==> config.mk <==
export PLATFORM = sky130hd
export DESIGN_NAME = zombie_layer
export DESIGN_NICKNAME = d
export VERILOG_FILES = /design/src/rtl/zombie_layer.sv
export SDC_FILE = /design/constraint.sdc
export NUM_CORES = 1
export LEC_CHECK = 0
export ABC_AREA = 1
export CAP_MARGIN = 10
export CORE_MARGIN = 2
export CORE_UTILIZATION = 30
export DETAILED_ROUTE_END_ITERATION = 7
export PLACE_DENSITY = 0.51
export SLEW_MARGIN = 10
export SYNTH_ARGS = -nofsm -noshare
export SYNTH_HDL_FRONTEND = slang
export SYNTH_SLANG_ARGS = --single-unit
==> constraint.sdc <==
create_clock -name CLK -period 4.19 [get_ports CLK]
set_input_delay 0.6285 -clock CLK [delete_from_list [all_inputs] [get_ports CLK]]
set_output_delay 0.6285 -clock CLK [all_outputs]
set_load 0.01 [all_outputs]
==> src/rtl/zombie_layer.sv <==
// zombie_layer: one zombie sprite for the lawn. Runs the IDLE/WALK/EAT/DYING
// life-cycle on frame pulses, and produces the sprite ROM address and the
// layer-valid flag for the pixel currently being drawn.
//
// Ports:
//   CLK, Reset_h         pixel-domain clock, asynchronous active-high reset
//   frame_start          one-cycle pulse per video frame
//   DrawX, DrawY         current pixel coordinates
//   spawn, spawn_row     spawn request and target row (0-4)
//   hit                  one-cycle pea hit pulse
//   blocked              level, a plant occupies the cell in front
//   read_address_zom     sprite ROM address, 1 cycle after DrawX/DrawY
//   zom_on               layer valid, 2 cycles after DrawX/DrawY (ROM aligned)
//   zom_x, zom_row       current position
//   zom_state            0 IDLE, 1 WALK, 2 EAT, 3 DYING
//   reached_end          sticky game-over flag
module zombie_layer #(
  parameter int unsigned ZOM_W       = 64,
  parameter int unsigned ZOM_H       = 80,
  parameter int unsigned START_X     = 640,
  parameter int unsigned END_X       = 40,
  parameter int unsigned ROW_Y0      = 80,
  parameter int unsigned ROW_PITCH   = 96,
  parameter int unsigned STEP_FRAMES = 4,
  parameter int unsigned HP_INIT     = 10,
  parameter int unsigned DEAD_FRAMES = 30
) (
  input  logic        CLK,
  input  logic        Reset_h,
  input  logic        frame_start,
  input  logic [9:0]  DrawX,
  input  logic [9:0]  DrawY,
  input  logic        spawn,
  input  logic [2:0]  spawn_row,
  input  logic        hit,
  input  logic        blocked,
  output logic [18:0] read_address_zom,
  output logic        zom_on,
  output logic [9:0]  zom_x,
  output logic [2:0]  zom_row,
  output logic [1:0]  zom_state,
  output logic        reached_end
);

  localparam int unsigned XW = 10;  // screen coordinate width
  localparam int unsigned RW = 3;   // row index width
  localparam int unsigned AW = 19;  // ROM address width
  localparam int unsigned CW = 8;   // hp / frame counter width
  localparam int unsigned PW = 11;  // widened compare width, avoids wrap at x>=640

  localparam logic [AW-1:0] EAT_BASE = AW'(ZOM_W * ZOM_H);

  typedef enum logic [1:0] {
    S_IDLE  = 2'd0,
    S_WALK  = 2'd1,
    S_EAT   = 2'd2,
    S_DYING = 2'd3
  } state_t;

  state_t         state_q, state_d;
  logic [XW-1:0]  x_q, x_d;
  logic [RW-1:0]  row_q, row_d;
  logic [CW-1:0]  hp_q, hp_d;
  logic [CW-1:0]  step_q, step_d;
  logic [CW-1:0]  dead_q, dead_d;
  logic           end_q, end_d;
  logic [AW-1:0]  addr_q, addr_d;
  logic           on1_q, on1_d;
  logic           on2_q;

  // Life-cycle state register
  always_ff @(posedge CLK or posedge Reset_h) begin
    if (Reset_h) begin
      state_q <= S_IDLE;
      x_q     <= '0;
      row_q   <= '0;
      hp_q    <= '0;
      step_q  <= '0;
      dead_q  <= '0;
      end_q   <= 1'b0;
    end else begin
      state_q <= state_d;
      x_q     <= x_d;
      row_q   <= row_d;
      hp_q    <= hp_d;
      step_q  <= step_d;
      dead_q  <= dead_d;
      end_q   <= end_d;
    end
  end

  // Next-state: a killing hit outranks reaching the house, blocking and movement
  always_comb begin
    state_d = state_q;
    x_d     = x_q;
    row_d   = row_q;
    hp_d    = hp_q;
    step_d  = step_q;
    dead_d  = dead_q;
    end_d   = end_q;
    case (state_q)
      S_IDLE: begin
        if (spawn && (spawn_row <= RW'(4))) begin
          x_d     = XW'(START_X);
          row_d   = spawn_row;
          hp_d    = CW'(HP_INIT);
          step_d  = '0;
          state_d = S_WALK;
        end
      end
      S_WALK, S_EAT: begin
        if (hit && (hp_q <= CW'(1))) begin
          hp_d    = '0;
          dead_d  = '0;
          state_d = S_DYING;
        end else begin
          if (hit) hp_d = hp_q - CW'(1);
          if (state_q == S_WALK) begin
            if (x_q <= XW'(END_X)) begin
              end_d   = 1'b1;
              state_d = S_IDLE;
            end else if (blocked) begin
              state_d = S_EAT;
            end else if (frame_start) begin
              if (step_q == CW'(STEP_FRAMES - 1)) begin
                step_d = '0;
                x_d    = x_q - XW'(1);
              end else begin
                step_d = step_q + CW'(1);
              end
            end
          end else if (!blocked) begin
            state_d = S_WALK;  // step_q was held, so the step phase resumes
          end
        end
      end
      S_DYING: begin
        if (frame_start) begin
          if (dead_q == CW'(DEAD_FRAMES - 1)) state_d = S_IDLE;
          else                                dead_d  = dead_q + CW'(1);
        end
      end
      default: state_d = S_IDLE;
    endcase
  end

  logic [PW-1:0] row_y, px, py, dx, dy;
  logic          in_box;

  // Bounding box test and sprite-relative address for the current pixel
  always_comb begin
    row_y  = PW'(ROW_Y0) + PW'(row_q) * PW'(ROW_PITCH);
    px     = PW'(DrawX);
    py     = PW'(DrawY);
    dx     = px - PW'(x_q);
    dy     = py - row_y;
    in_box = (px >= PW'(x_q)) && (px < PW'(x_q) + PW'(ZOM_W)) &&
             (py >= row_y)    && (py < row_y + PW'(ZOM_H));
    addr_d = '0;
    if (in_box) begin
      addr_d = AW'(dy) * AW'(ZOM_W) + AW'(dx) + ((state_q == S_EAT) ? EAT_BASE : '0);
    end
    on1_d = in_box && (state_q != S_IDLE);
  end

  // Pixel pipeline: address after 1 cycle, valid after 2 to meet ROM data
  always_ff @(posedge CLK or posedge Reset_h) begin
    if (Reset_h) begin
      addr_q <= '0;
      on1_q  <= 1'b0;
      on2_q  <= 1'b0;
    end else begin
      addr_q <= addr_d;
      on1_q  <= on1_d;
      on2_q  <= on1_q;
    end
  end

  assign read_address_zom = addr_q;
  assign zom_on           = on2_q;
  assign zom_x            = x_q;
  assign zom_row          = row_q;
  assign zom_state        = state_q;
  assign reached_end      = end_q;

endmodule

==> results of run 1 <==
per-layer routing:
metal	track usage	vias up	wire length (um)	part of all wire
met4	0.04952	0	197	0.016
li1	-	2227	-	-
met1	0.1986	1950	5988	0.50
met3	0.03511	14	608	0.051
met5	0	-	0	0
met2	0.2260	91	5209	0.43
sequential cells by signal (all words and copies together) (netlist names):
name / flops
zom_row: 3
step_q: 8
on1_q: 1
zom_state: 2
zom_x: 10
reached_end: 1
hp_q: 8
zom_on: 1
read_address_zom: 18
dead_q: 8
per-stage QoR:
step	cell area (um2)	setup WS [ns]	total power [uW]	util	cells
after CTS	6112	0.4701	5371	0.3848	945
after global routing	6112	0.1742	5906	0.3848	945
final	6112	0.4741	5319	0.3848	945
after global placement	5761	0.1651	4399	0.3626	929
after detailed placement	5761	0.1288	4448	0.3626	929
after floorplan	4888	0.8601	3601	-	655
final timing paths:
path,startpoint,end,slack (ns),depth (start not counted)
worst min-delay path,on1_q,zom_on,0.35,0
max in group asynchronous,Reset_h,on1_q,2.58,3
min in group asynchronous,Reset_h,read_address_zom[4],0.73,2
worst max register to register,zom_x[6],read_address_zom[15],0.66,18
worst min register to register,on1_q,zom_on,0.35,0
worst max-delay path,DrawX[0],read_address_zom[15],0.47,21
where the power goes:
| part | internal (uW) | total, uW | switching (uW) |
|---|---|---|---|
| clock network | 612 | 883 | 271 |
| registers | 738 | 896 | 158 |
| logic | 1380 | 3540 | 2160 |
| total | 2730 | 5320 | 2590 |
final cells by class:
cell class	instances	area, um2
fillers	1680	9773
multi-input cells	497	2998
flip-flops and latches	60	1501
repair buffers	66	653.1
inverters	90	337.8
well taps	216	270.3
clock buffers	12	256.5
clock inverters	4	95.09
cells in the final DEF (no fill, tap or decap), types with 6 or more instances in the layout:
cell type / Yosys / layout
sky130_fd_sc_hd__a21oi_1: 27 / 27
sky130_fd_sc_hd__xnor2_1: 9 / 9
sky130_fd_sc_hd__nand2_1: 165 / 165
sky130_fd_sc_hd__ha_1: 57 / 57
sky130_fd_sc_hd__dfrtp_1: 60 / 60
sky130_fd_sc_hd__clkbuf_16: 0 / 9
sky130_fd_sc_hd__nand3_1: 52 / 52
sky130_fd_sc_hd__o21ai_0: 27 / 27
sky130_fd_sc_hd__nand4_1: 9 / 9
sky130_fd_sc_hd__nand3b_1: 6 / 6
sky130_fd_sc_hd__xor2_1: 27 / 27
sky130_fd_sc_hd__clkdlybuf4s50_1: 0 / 63
sky130_fd_sc_hd__nor2_2: 13 / 13
sky130_fd_sc_hd__nor2_1: 64 / 64
sky130_fd_sc_hd__inv_1: 89 / 88
kinds of logic (layout without fill, tap and decap cells):
| group | count (synthesis) | count (layout) | synth area share |
|---|---|---|---|
| adders and majority gates | 62 | 62 | 0.1664 |
| xor gates and xnor gates | 39 | 39 | 0.07448 |
| AOI/OAI and AO/OA | 67 | 67 | 0.07576 |
| buffers and inverters | 98 | 172 | 0.07960 |
| and+or+nand+nor | 328 | 328 | 0.2959 |
| other | 1 | 1 | 0.0007671 |
| DFF | 60 | 60 | 0.3071 |
==> impl_results.md, run 1 <==
* Synth Area per Inst at 7.463 um2
* Kind of start point of the critical path: input port
* RSZ-0062 raised after global routing: no
* 1st-iter DRT viols at 268
* Most used cell along the critical path: sky130_fd_sc_hd__nand2_1
* Number of nets with antenna violations after routing at 0
* Library cell with the highest instance count after synthesis: sky130_fd_sc_hd__nand2_1
* Hold Buf Count CTS at 0
* Largest net degree at the start of global routing at 32
* Relative slew slack at 0.5319
* Number of pins with negative max-slew slack in the final report at 0
* Peak per-stage delay on the critical path at around 0.44 ns
* Final Setup Violations at 0
* Average wire length per cell after detail routing at 12.70 um
* Startpoint-to-endpoint class of the critical path: input port to flip-flop
* Arrival time worst endpoint at around 4.0 ns
* Outcome: finished clean
* Share of post-route cells with drive strength above 1 at 0.06722
* Data required time of the worst path at 4.46 ns
* Root cell of the clock tree: sky130_fd_sc_hd__clkbuf_16
* Fin nets at a little over 800
* Clock latency on the worst-skew pair at 0.34 ns
* Cell taking the most area after synthesis: sky130_fd_sc_hd__dfrtp_1
* Total vias in the final route at 4282
* Worst Tran Pin Value at 0.7012 ns
* Seq/Total Area, Yosys at 0.3071
* Instance count of the mapped netlist at 655
* Type of destination of the critical path: flip-flop
* Critical Path Fanout Max at 5
* Cell leakage power at 0.003022 uW
* Number of top-level design ports at 65
* Postcts setup bufs at 0
* Register clock-pin slew on the reported worst setup and hold paths at 0.05 ns
* Most area-consuming cells after synthesis: sky130_fd_sc_hd__dfrtp_1 31%, sky130_fd_sc_hd__ha_1 15%, sky130_fd_sc_hd__nand2_1 13%
* Highest Clock Rate at 0.2691 GHz
* Number of enable-type register cells in the synthesized netlist at 0
* PortBufs at 63
* Buffers and inverters on the worst path at 4
* Commonest cells in the netlist: 165 x sky130_fd_sc_hd__nand2_1, 89 x sky130_fd_sc_hd__inv_1, 64 x sky130_fd_sc_hd__nor2_1, 60 x sky130_fd_sc_hd__dfrtp_1, 57 x sky130_fd_sc_hd__ha_1
* Total routed wirelength at 12000 um
* Setup Total Neg Slack at 0 ns
* Dpl hpwl at 9487 um
* Worst path top cell family by delay: adder cells
* Area growth from synthesis to final layout at 25.03%
* Fraction of synthesized cell area taken by the top area cell type at 0.3071
* Min-delay worst type: flip-flop to flip-flop
* Clock buffers created by TritonCTS at 9
* Count of distinct cell types in the synthesized netlist at 41
* Initial antenna violation count at 0
* Power Density at 870.3 nW/um2
* Min cycle time layout at roughly 3.7 ns
* Die outline height at 131.7 um
* Full die area at 17330 um2
* Buffer levels on the longest clock path at 2
* Post-synth net total at 746
* Number of standard-cell rows in the floorplan at between 40 and 50
* Cell area after technology mapping at 4888 um2
* Prevailing post-synth register cell: sky130_fd_sc_hd__dfrtp_1
* Ordered cell list for the critical path: clkdlybuf4s50_1, inv_1, ha_1, inv_1, fa_1, nand3_1, nand2_1, nand2_1, o211ai_1, a21oi_1, fa_1, ha_1, a21oi_1, nand2_1, nand2_1, nand2_1, a21oi_1, inv_1, nand2_1, nand2_1, nor2_2
* Final Hold Violating Endpoints at 0
* FFs w/ async S/R, synth at 1.000
* Gr usage total at 0.1458
* Core box area at 15890 um2
* Avg Vias per Cell at between 4 and 5
* Wire length of the first global-routing pass at between 20000 and 25000 um
* Worst Clk Skew at 0.005002 ns
* Number of instances resized during post-cts repair at 0
* Ratio of final minimum period to clock period at 0.8869
* Sum of overflow across all layers after global routing at 0
* Via count of the first global-routing pass at 4094
* First-pass DRT Iterations at 4
* H-tree depth at 3
* Width of the die at 131.7 um
* DRC violation count after routing at 0
* Count of maximum capacitance violations at 0
* GP Congestion at 0.8577
* Worst vdd rail ir drop at 351.4 uV
* Cell with the biggest individual delay on the critical path: sky130_fd_sc_hd__fa_1
* # diodes at 0
* Hold slack at 0.3540 ns
* Starting Density at 0.3077
* Sink count of the clock tree at 60
* TritonCTS clock tree: yes
* Number of synthesized register bits at 60
* Total number of yosys warnings at 0
(Power assumes the default switching activity.)
==> run 2: changes to the inputs <==
--- a/config.mk
+++ b/config.mk
@@ -6,7 +6,6 @@
 export NUM_CORES = 1
 export LEC_CHECK = 0
 export ABC_AREA = 1
-export CAP_MARGIN = 10
 export CORE_MARGIN = 2
 export CORE_UTILIZATION = 30
 export DETAILED_ROUTE_END_ITERATION = 7
==> results of run 2 <==
The final DEF is identical to that of run 1; final timing and power are the same.
